--- src/rtl/fetch_pkg.sv ---
// rtl/fetch_pkg.sv - shared constants and helpers for the instruction-fetch front end
package fetch_pkg;

  localparam logic [31:0] RESET_PC_DEFAULT = 32'h0000_0000;
  localparam logic [31:0] NOP              = 32'h0000_0013;

  function automatic logic [31:0] byte_swap(input logic [31:0] w);
    return {w[7:0], w[15:8], w[23:16], w[31:24]};
  endfunction

  // Width of a counter that must hold 0..depth inclusive.
  function automatic int cnt_width(input int depth);
    return $clog2(depth + 1);
  endfunction

endpackage

--- src/rtl/fetch_fifo.sv ---
// rtl/fetch_fifo.sv - synchronous in-order FIFO with flush, used for PC tags and the instruction queue
module fetch_fifo
  import fetch_pkg::*;
#(
  parameter int WIDTH = 32,
  parameter int DEPTH = 4
) (
  input  logic                          clk,
  input  logic                          rst_n,
  input  logic                          push,
  input  logic [WIDTH-1:0]              push_data,
  input  logic                          pop,
  input  logic                          flush,
  output logic [WIDTH-1:0]              head_data,
  output logic                          full,
  output logic                          empty,
  output logic [cnt_width(DEPTH)-1:0]   count
);

  localparam int PW = $clog2(DEPTH);
  localparam int CW = cnt_width(DEPTH);

  logic [WIDTH-1:0] mem_q [DEPTH];
  logic [WIDTH-1:0] mem_d [DEPTH];
  logic [PW-1:0]    rd_ptr_q, rd_ptr_d;
  logic [PW-1:0]    wr_ptr_q, wr_ptr_d;
  logic [CW-1:0]    count_q, count_d;
  logic             do_push, do_pop;

  assign full      = (count_q == CW'(DEPTH));
  assign empty     = (count_q == '0);
  assign count     = count_q;
  assign head_data = mem_q[rd_ptr_q];

  assign do_pop  = pop && !empty;
  assign do_push = push && (!full || do_pop);

  always_comb begin
    mem_d    = mem_q;
    rd_ptr_d = rd_ptr_q;
    wr_ptr_d = wr_ptr_q;
    count_d  = count_q;
    if (flush) begin
      // Storage is left as-is; only the pointers define what is live.
      rd_ptr_d = '0;
      wr_ptr_d = '0;
      count_d  = '0;
    end else begin
      if (do_push) begin
        mem_d[wr_ptr_q] = push_data;
        wr_ptr_d        = wr_ptr_q + PW'(1);
      end
      if (do_pop) begin
        rd_ptr_d = rd_ptr_q + PW'(1);
      end
      count_d = count_q + CW'(do_push) - CW'(do_pop);
    end
  end

  always_ff @(posedge clk) begin
    if (!rst_n) begin
      for (int i = 0; i < DEPTH; i++) begin
        mem_q[i] <= '0;
      end
      rd_ptr_q <= '0;
      wr_ptr_q <= '0;
      count_q  <= '0;
    end else begin
      mem_q    <= mem_d;
      rd_ptr_q <= rd_ptr_d;
      wr_ptr_q <= wr_ptr_d;
      count_q  <= count_d;
    end
  end

endmodule

--- src/rtl/imem_fetch_queue.sv ---
// rtl/imem_fetch_queue.sv - sequential fetch engine with redirect flush; IMEM_BYTESWAP_EN swaps fetched bytes
module imem_fetch_queue
  import fetch_pkg::*;
#(
  parameter int          DEPTH    = 4,
  parameter logic [31:0] RESET_PC = RESET_PC_DEFAULT
) (
  input  logic        clk,
  input  logic        rst_n,
  input  logic        redirect_valid,
  input  logic [31:0] redirect_pc,
  output logic        inst_valid,
  input  logic        inst_ready,
  output logic [31:0] inst_data,
  output logic [31:0] inst_pc,
  output logic        mem_req,
  output logic [31:0] mem_addr,
  input  logic        mem_gnt,
  input  logic        mem_rvalid,
  input  logic [31:0] mem_rdata
);

  localparam int CW = cnt_width(DEPTH);

  logic [31:0]   fetch_pc_q, fetch_pc_d;
  logic [CW-1:0] outstanding_q, outstanding_d;
  logic [CW-1:0] discard_q, discard_d;

  logic [CW+1:0] budget;
  logic          gnt_fire, live_rsp, q_pop;
  logic [31:0]   rsp_data, tag_pc;
  logic [63:0]   q_head;
  logic          q_full, q_empty, tag_full, tag_empty;
  logic [CW-1:0] q_count, tag_count;
  logic          unused_ok;

  assign unused_ok = ^redirect_pc[1:0];

  // Stale fetches still occupy a memory slot, so they consume credit too.
  assign budget   = {2'b00, q_count} + {2'b00, outstanding_q} + {2'b00, discard_q};
  assign mem_req  = rst_n && !redirect_valid && (budget < (CW+2)'(DEPTH));
  assign mem_addr = fetch_pc_q;
  assign gnt_fire = mem_req && mem_gnt;

  assign live_rsp = mem_rvalid && (discard_q == '0) && !redirect_valid;
  assign q_pop    = inst_valid && inst_ready && !redirect_valid;

`ifdef IMEM_BYTESWAP_EN
  assign rsp_data = byte_swap(mem_rdata);
`else
  assign rsp_data = mem_rdata;
`endif

  assign inst_valid = !q_empty;
  assign inst_data  = q_head[63:32];
  assign inst_pc    = q_head[31:0];

  fetch_fifo #(.WIDTH(32), .DEPTH(DEPTH)) u_tag_fifo (
    .clk       (clk),
    .rst_n     (rst_n),
    .push      (gnt_fire),
    .push_data (fetch_pc_q),
    .pop       (mem_rvalid),
    .flush     (1'b0),
    .head_data (tag_pc),
    .full      (tag_full),
    .empty     (tag_empty),
    .count     (tag_count)
  );

  fetch_fifo #(.WIDTH(64), .DEPTH(DEPTH)) u_inst_queue (
    .clk       (clk),
    .rst_n     (rst_n),
    .push      (live_rsp),
    .push_data ({rsp_data, tag_pc}),
    .pop       (q_pop),
    .flush     (redirect_valid),
    .head_data (q_head),
    .full      (q_full),
    .empty     (q_empty),
    .count     (q_count)
  );

  always_comb begin
    fetch_pc_d    = fetch_pc_q;
    outstanding_d = outstanding_q;
    discard_d     = discard_q;
    if (redirect_valid) begin
      // Everything still in flight becomes stale.
      discard_d     = discard_q + outstanding_q + CW'(gnt_fire) - CW'(mem_rvalid);
      outstanding_d = '0;
      fetch_pc_d    = {redirect_pc[31:2], 2'b00};
    end else begin
      if (gnt_fire) begin
        fetch_pc_d = fetch_pc_q + 32'd4;
      end
      if (mem_rvalid && (discard_q != '0)) begin
        discard_d = discard_q - CW'(1);
      end
      outstanding_d = outstanding_q + CW'(gnt_fire)
                    - CW'(mem_rvalid && (discard_q == '0));
    end
  end

  always_ff @(posedge clk) begin
    if (!rst_n) begin
      fetch_pc_q    <= RESET_PC;
      outstanding_q <= '0;
      discard_q     <= '0;
    end else begin
      fetch_pc_q    <= fetch_pc_d;
      outstanding_q <= outstanding_d;
      discard_q     <= discard_d;
    end
  end

  a_no_queue_overflow: assert property (@(posedge clk) disable iff (!rst_n)
    !(live_rsp && q_full && !q_pop));
  a_rsp_has_tag: assert property (@(posedge clk) disable iff (!rst_n)
    !(mem_rvalid && tag_empty));
  a_tag_no_overflow: assert property (@(posedge clk) disable iff (!rst_n)
    !(gnt_fire && tag_full));
  a_tag_tracks_inflight: assert property (@(posedge clk) disable iff (!rst_n)
    ({1'b0, tag_count} == {1'b0, outstanding_q} + {1'b0, discard_q}));

endmodule
--- config.mk ---
export PLATFORM = sky130hd
export DESIGN_NAME = imem_fetch_queue
export DESIGN_NICKNAME = d
export VERILOG_FILES = /design/src/rtl/fetch_pkg.sv /design/src/rtl/fetch_fifo.sv /design/src/rtl/imem_fetch_queue.sv
export SDC_FILE = /design/constraint.sdc
export NUM_CORES = 1
export LEC_CHECK = 0
export BUFFER_PORTS_ARGS = -buffer_cell sky130_fd_sc_hd__buf_4
export CAP_MARGIN = 20
export CORE_ASPECT_RATIO = 0.7
export CORE_MARGIN = 4
export CORE_UTILIZATION = 25
export DETAILED_ROUTE_END_ITERATION = 8
export PLACE_DENSITY_LB_ADDON = 0.05
export SYNTH_ARGS = -nofsm -noshare
export SYNTH_HDL_FRONTEND = slang
export SYNTH_SLANG_ARGS = --single-unit
--- constraint.sdc ---
create_clock -name clk -period 5.1 [get_ports clk]
set_clock_uncertainty 0.05 [all_clocks]
set_input_delay 0.51 -clock clk [delete_from_list [all_inputs] [get_ports clk]]
set_output_delay 0.51 -clock clk [all_outputs]
set_load 0.1 [all_outputs]
==> flow_summary.yaml, run 1 <==
status:
  outcome: "finished, final reports clean"
final_layout:
  fin_nets: 2314
  antennaDiodeCount: 0
  syn2layout_area_growth_pct: 19.8
  drive_above_1_share_pct: 17.0
  fill_cells: 7550
timing:
  fmax_mhz: 245
  slew_headroom_pct: 32.1
  slew_violations: 0
  whs_ps: 134
  setup_viol: 0
  min_period_ps: 4080
  hold_viol: 0
  setup_tns_ps: 0
  rsz0062_at_grt: "false"
  fin_crit_sh_pct: 80.0
  worst_slew_pin_slew_ps: 1020
synthesis:
  synth_most_common_cell: "nand2_1"
  avgSynthCellArea_sq_um: 8.45
  syn_area_sq_um: 18200
  yosysUniqueCellTypes: 65
  synth_edf_count: 0
  synthCells: 2152
  synth_commonest_cells: "nand2_1 (785), dfxtp_1 (418), a21oi_1 (270)"
  ys_async_sr_fraction_pct: 0
  netlist.area_leader.share_pct: 46.0
  synthFlopType: "dfxtp_1"
  ys_seq_area_share_pct: 46.0
  ys_ff_latch: 418
  synthTopCellsByArea: "dfxtp_1 (46%), nand2_1 (16%), mux4_2 (11%), a21oi_1 (7.4%), o21ai_1 (3.5%)"
  yosysWarnings: 0
  yosysTopAreaCell: "dfxtp_1"
clock_tree:
  clock-sinks: 418
  cts_max_level: 2
  ctsResizeCount: 0
  cts_buffers: 49
  clock_latency_ps: 590
  cts_hold_buf: 0
  cts_tree: "built"
  clk_pin_slew_ps: 60
  clockBufferDepth: 3
  clockRootBuffer: "clkbuf_16"
  postCtsSetupRepairBufs: 0
drt:
  num_vias: 15100
  drt_iter0_drc: 978
  wl_um: 61100
  vias_per_cell: 4.71
  ant_nets: 0
  dr.pass1.iters: 5
  drc: 0
  wl_per_cell_um: 19.0
hold_path:
  hp-start: "redirect_pc[16]"
  worstHoldPathCells: 3
  hold_path.class: "primary input to flop"
  min_to: "mem_addr[16]"
setup_path:
  worstRegToRegCells: 17
  crit_chain: "inv_1 > fa_1 > nor2_1 > fa_1 > or3b_1 > a211o_1 > buf_4 > nor2_4 > inv_2 > ha_1 > inv_1 > ha_1 > inv_1 > fa_1 > xnor2_1 > xnor2_1 > nor2_1"
  cpMaxStageDelayCell: "fa_1"
  start_kind: "flop"
  reg2reg_setup_slack_ps: 1020
  path_max_fanout: 19
  arrival_ps: 4480
  max_stage_delay_ps: 500
  critPathKind: "flop to flop"
  r2r_start: "outstanding_q[1]"
  critPathRequiredTime_ps: 5500
  r2r_end: "outstanding_q[2]"
  cp-end-kind: "flop"
power_and_ir_drop:
  p_leak_nw: 7.32
  fin_total_pwr_mw: 8.35
  ir_worst_vdd_mv: 0.207
  p_comb_share_pct: 16.1
  cellInternalPower_mw: 5.84
  p_clk_share_pct: 42.3
  p_switching_mw: 2.51
  swShare_pct: 30.1
  p_seq_share_pct: 41.6
  powerDensity_nw_per_um2: 383
floorplan:
  die-area_sq_um: 77200
  core_sq_um: 71800
  fp.dieW_um: 330
  pin_count: 168
  rows: 82
  start_util_pct: 25.3
  die_y_um: 234
global_routing:
  busiest_layer: "met2"
  use_met3_pct: 2.99
  use_met1_pct: 21.8
  gr-total-overflow: 0
  grt_pass1_wl_um: 93700
  antenna_found_initial: 0
  grt.met2_usage_pct: 25.2
  gr-usage-all-layers_pct: 15.7
  grt_pass1_vias: 14900
  grt_max_degree: 171
run:
  max-cap-violations: 0
placement:
  globalplace.congestion: 0.750
  port_buffers: 161
  dp_hpwl_um: 36000
==> power by group through the flow <==
stage               Combinational, mW  Clock [mW]  Sequential (mW)
floorplan                       0.893           0             3.60
finish                           1.34        3.53             3.48
detailed placement               1.35           0             3.55
global route                     1.46        3.80             3.49
CTS                              1.36        3.69             3.48
global placement                 1.35           0             3.55
==> per-stage QoR <==
| step | util [%] | cell area (sq um) | instances | setup slack, ps |
|---|---|---|---|---|
| after floorplan | - | 18200 | 2155 | 1080 |
| after global placement | 28.1 | 20200 | 3127 | 1020 |
| after detailed placement | 28.1 | 20200 | 3127 | 1020 |
| after CTS | 30.3 | 21800 | 3213 | 988 |
| after global routing | 30.3 | 21800 | 3215 | 757 |
| final | 30.3 | 21800 | 3215 | 1020 |
==> area by class of cell <==
cell class	instances	area (sq um)	area share, %
Inverter	32	128	0.586
Sequential cell	418	8380	38.4
Tap cell	966	1210	5.55
Clock inverter	10	104	0.477
Timing Repair Buffer	194	1530	7.01
Multi-Input combinational cell	1519	8970	41.2
Clock buffer	76	1480	6.78
==> kinds of logic (layout without fill, tap and decap cells) <==
group / Yosys count / after routing / synth area share (%)
simple gates: 916 / 916 / 20.7
compound gates: 455 / 455 / 13.4
other cells: 1 / 4 / 0.0206
buf+inv: 218 / 312 / 4.97
xor+xnor: 18 / 18 / 0.867
flops: 418 / 418 / 46.0
fa+ha+maj: 30 / 30 / 2.39
mux: 96 / 96 / 11.6
==> worst max-delay path: cells and delay by family, from the launching register on <==
| kind | cells | cell delay, ps |
|---|---|---|
| AO/OA/AOI/OAI | 1 | 270 |
| adder cells (fa/ha/maj) | 5 | 1560 |
| XOR/XNOR | 2 | 320 |
| AND/OR/NAND/NOR | 4 | 720 |
| buffers and inverters | 5 | 660 |
| flip-flops | 1 | 360 |
==> sequential cells by signal, summed over array words and instances, names as in the netlist <==
signal,count
discard_q,3
mem_addr,30
outstanding_q,3
u_inst_queue.count,3
u_inst_queue.mem_q,248
u_inst_queue.rd_ptr_q,2
u_inst_queue.wr_ptr_q,2
u_tag_fifo.count,3
u_tag_fifo.mem_q,120
u_tag_fifo.rd_ptr_q,2
u_tag_fifo.wr_ptr_q,2
==> layout by cell type, fill, tap and decap left out, drive strengths merged, types with 15 or more instances in the layout <==
master  count
a21oi     270
buf       194
clkbuf     76
dfxtp     418
ha         22
inv        32
mux4       92
nand2     785
nand3      24
nand4      17
nor2       28
o21ai     131
xnor2      15
==> worst max path at each step <==
stage | start | to | slack [ps] | cells past startpoint
2_1_floorplan | outstanding_q[2] | mem_req | 1080 | 9
3_3_place_gp | outstanding_q[2] | outstanding_q[2] | 1020 | 17
3_5_place_dp | discard_q[2] | outstanding_q[2] | 1020 | 17
4_1_cts | outstanding_q[1] | outstanding_q[2] | 990 | 17
5_1_grt | outstanding_q[1] | outstanding_q[2] | 760 | 17
6_report | outstanding_q[1] | outstanding_q[2] | 1020 | 17
==> layer usage <==
layer	vias to the layer above	routed length, um
met2	263	28200
met4	0	1210
met5	-	0
li1	7406	-
met1	7399	28900
met3	74	2890
No activity file was read; power rests on OpenSTA's default activity.
==> inputs of run 2 (changes only) <==
==> constraint.sdc (replaced) <==
create_clock -name clk -period 3.51 [get_ports clk]
set_clock_uncertainty 0.05 [all_clocks]
set_input_delay 0.351 -clock clk [delete_from_list [all_inputs] [get_ports clk]]
set_output_delay 0.351 -clock clk [all_outputs]
set_load 0.1 [all_outputs]
==> run 2 against run 1 <==
- fmax increased by 17%
- via count increased by 3.1%
- global-route usage increased by 0.21 points
- clock power increased by 63%
- register-to-register slack got worse by 1000 ps
- die area unchanged
- worst hold slack got worse by 84 ps
- sequential cell count unchanged
- largest power group unchanged
==> flow_summary.yaml, run 2 (synthesized netlist as in run 1, its figures left out) <==
status:
  outcome: "finished, final reports clean"
clock_tree:
  cts_tree: "built"
  clock-sinks: 418
  cts_max_level: 2
  cts_buffers: 49
  clockBufferDepth: 3
  clk_pin_slew_ps: 70
  clock_latency_ps: 600
  clockRootBuffer: "clkbuf_16"
floorplan:
  rows: 82
  fp.dieW_um: 330
  start_util_pct: 25.3
  die-area_sq_um: 77200
  core_sq_um: 71800
  pin_count: 168
  die_y_um: 234
global_routing:
  gr-usage-all-layers_pct: 15.9
  use_met1_pct: 22.7
  gr-total-overflow: 0
  grt_max_degree: 161
  grt.met2_usage_pct: 25.4
  busiest_layer: "met2"
  grt_pass1_vias: 15300
  use_met3_pct: 2.76
  antenna_found_initial: 0
  grt_pass1_wl_um: 95300
power_and_ir_drop:
  p_leak_nw: 7.95
  cellInternalPower_mw: 9.17
  ir_worst_vdd_mv: 0.314
  p_seq_share_pct: 38.8
  powerDensity_nw_per_um2: 560
  p_clk_share_pct: 44.1
  p_switching_mw: 3.86
  fin_total_pwr_mw: 13.0
  swShare_pct: 29.6
  p_comb_share_pct: 17.1
timing:
  fin_crit_sh_pct: 99.4
  setup_viol: 0
  rsz0062_at_grt: "true"
  min_period_ps: 3490
  fmax_mhz: 287
  hold_viol: 0
  slew_violations: 0
  slew_headroom_pct: 29.9
  worst_slew_pin_slew_ps: 1050
final_layout:
  final_cell_mix: "nand2_1 (781), dfxtp_1 (410), a21oi_1 (269), buf_4 (209), o21ai_1 (126)"
  antennaDiodeCount: 0
  fin_nets: 2411
  layout_commonest_cell: "nand2_1"
  multiInputGateArea_sq_um: 9110
  largest_reg_flops: 248
  drive_above_1_share_pct: 19.8
  syn2layout_area_growth_pct: 28.0
  regMostFlops: "u_inst_queue.mem_q"
  stdcell_count: 3317
  final-seq-area_sq_um: 8380
  fill_cells: 7450
drt:
  drt_iter0_drc: 1117
  num_vias: 15600
  wl_per_cell_um: 19.2
  vias_per_cell: 4.71
  drc: 0
  dr.pass1.iters: 7
  ant_nets: 0
  wl_um: 63600
placement:
  port_buffers: 161
  dp_hpwl_um: 37500
  place_inst: 3156
  globalplace.congestion: 0.769
setup_path:
  cp_common_cell: "inv_2"
  worstRegToRegCells: 17
  path_max_fanout: 3
  endpoint: "outstanding_q[2]"
  cpMaxStageDelayCell: "fa_1"
  crit_family: "adder cells"
  r2r_end: "outstanding_q[2]"
  critPathKind: "flop to flop"
  crit_start: "discard_q[1]"
  r2r_start: "discard_q[1]"
  arrival_ps: 3900
  critPathRequiredTime_ps: 3930
  cp.depth: 17
  crit_chain: "inv_2 > fa_1 > nor2_2 > fa_2 > or3b_4 > a211o_1 > buf_6 > nor2_4 > inv_4 > ha_4 > inv_2 > ha_4 > inv_2 > fa_2 > xnor2_2 > xnor2_1 > nor2_1"
  cp.buffers_inverters: 5
  start_kind: "flop"
  max_stage_delay_ps: 510
  cp-end-kind: "flop"
  reg2reg_setup_slack_ps: 20
run:
  max-cap-violations: 0
hold_path:
  hp-start: "redirect_pc[9]"
  hold_path.class: "primary input to flop"
-- run 2: changes by cell type in the layout (fill, tap and decap cells not counted), moves of 5 or more --
cell           delta
clkbuf_1          -6
buf_4            +20
buf_12           +14
dlygate4sd3_1    +56
dfxtp_2           +5
bufinv_16         +7
fa_1              -5
inv_1             -6
inv_2             +5
dfxtp_1           -5
fa_2              +5
-- run 2: worst min-delay path: stages --
cell and delay (ps):
buf_4 90, nand2_1 60, o31ai_1 70, o2bb2ai_1 100
-- run 2: area by class of cell --
class / instances / share of cell area, %
timing repair buffer: 291 / 11.3
sequential: 418 / 36.0
inverter: 32 / 0.559
multi-input combinational: 1519 / 39.2
clock buffer: 68 / 6.13
clock inverter: 23 / 1.67
tap: 966 / 5.19
-- run 2: worst min-delay path by stage --
stage                            to  slack (ps)  cells after the start
3_3_place_gp   u_tag_fifo.mem_q[80]         380                      2
4_1_cts                 mem_addr[9]           3                      4
6_report                mem_addr[9]          50                      4
2_1_floorplan  u_tag_fifo.mem_q[34]         380                      2
5_1_grt                mem_addr[29]          40                      4
3_5_place_dp   u_tag_fifo.mem_q[70]         390                      2
-- run 2: power groups by stage --
stage          Combinational (mW)  Clock [mW]  Sequential (mW)
2_1_floorplan                1.33           0             5.23
3_3_place_gp                 2.08           0             5.15
3_5_place_dp                 2.09           0             5.15
4_1_cts                      2.19        5.95             5.05
5_1_grt                      2.40        6.14             5.07
6_report                     2.23        5.75             5.05
-- run 2: repair_timing --
action	CTS	global route
buffers inserted	5	6
cloned	0	3
setup endpoints to repair	3	61
gates resized for setup	7	27
hold endpoints to repair	152	0
pin swaps	8	11
hold buffers	56	0
-- run 2: metrics by stage --
stage	TNS (ps)	utilization (%)	setup slack, ps	hold slack [ps]	cell area [sq um]
CTS	0	32.1	1.05	2.97	23100
floorplan	-134	-	-124	375	18300
detailed placement	0	28.7	9.30	390	20600
finish	0	32.4	21.7	50.6	23300
global placement	0	28.7	6.49	385	20600
global route	-388	32.4	-162	44.5	23300
-- run 2: per-layer routing --
metal,up-vias,share of wire [%]
met1,7656,48
met5,-,0
li1,7607,-
met2,285,46
met4,0,1.4
met3,70,4.4
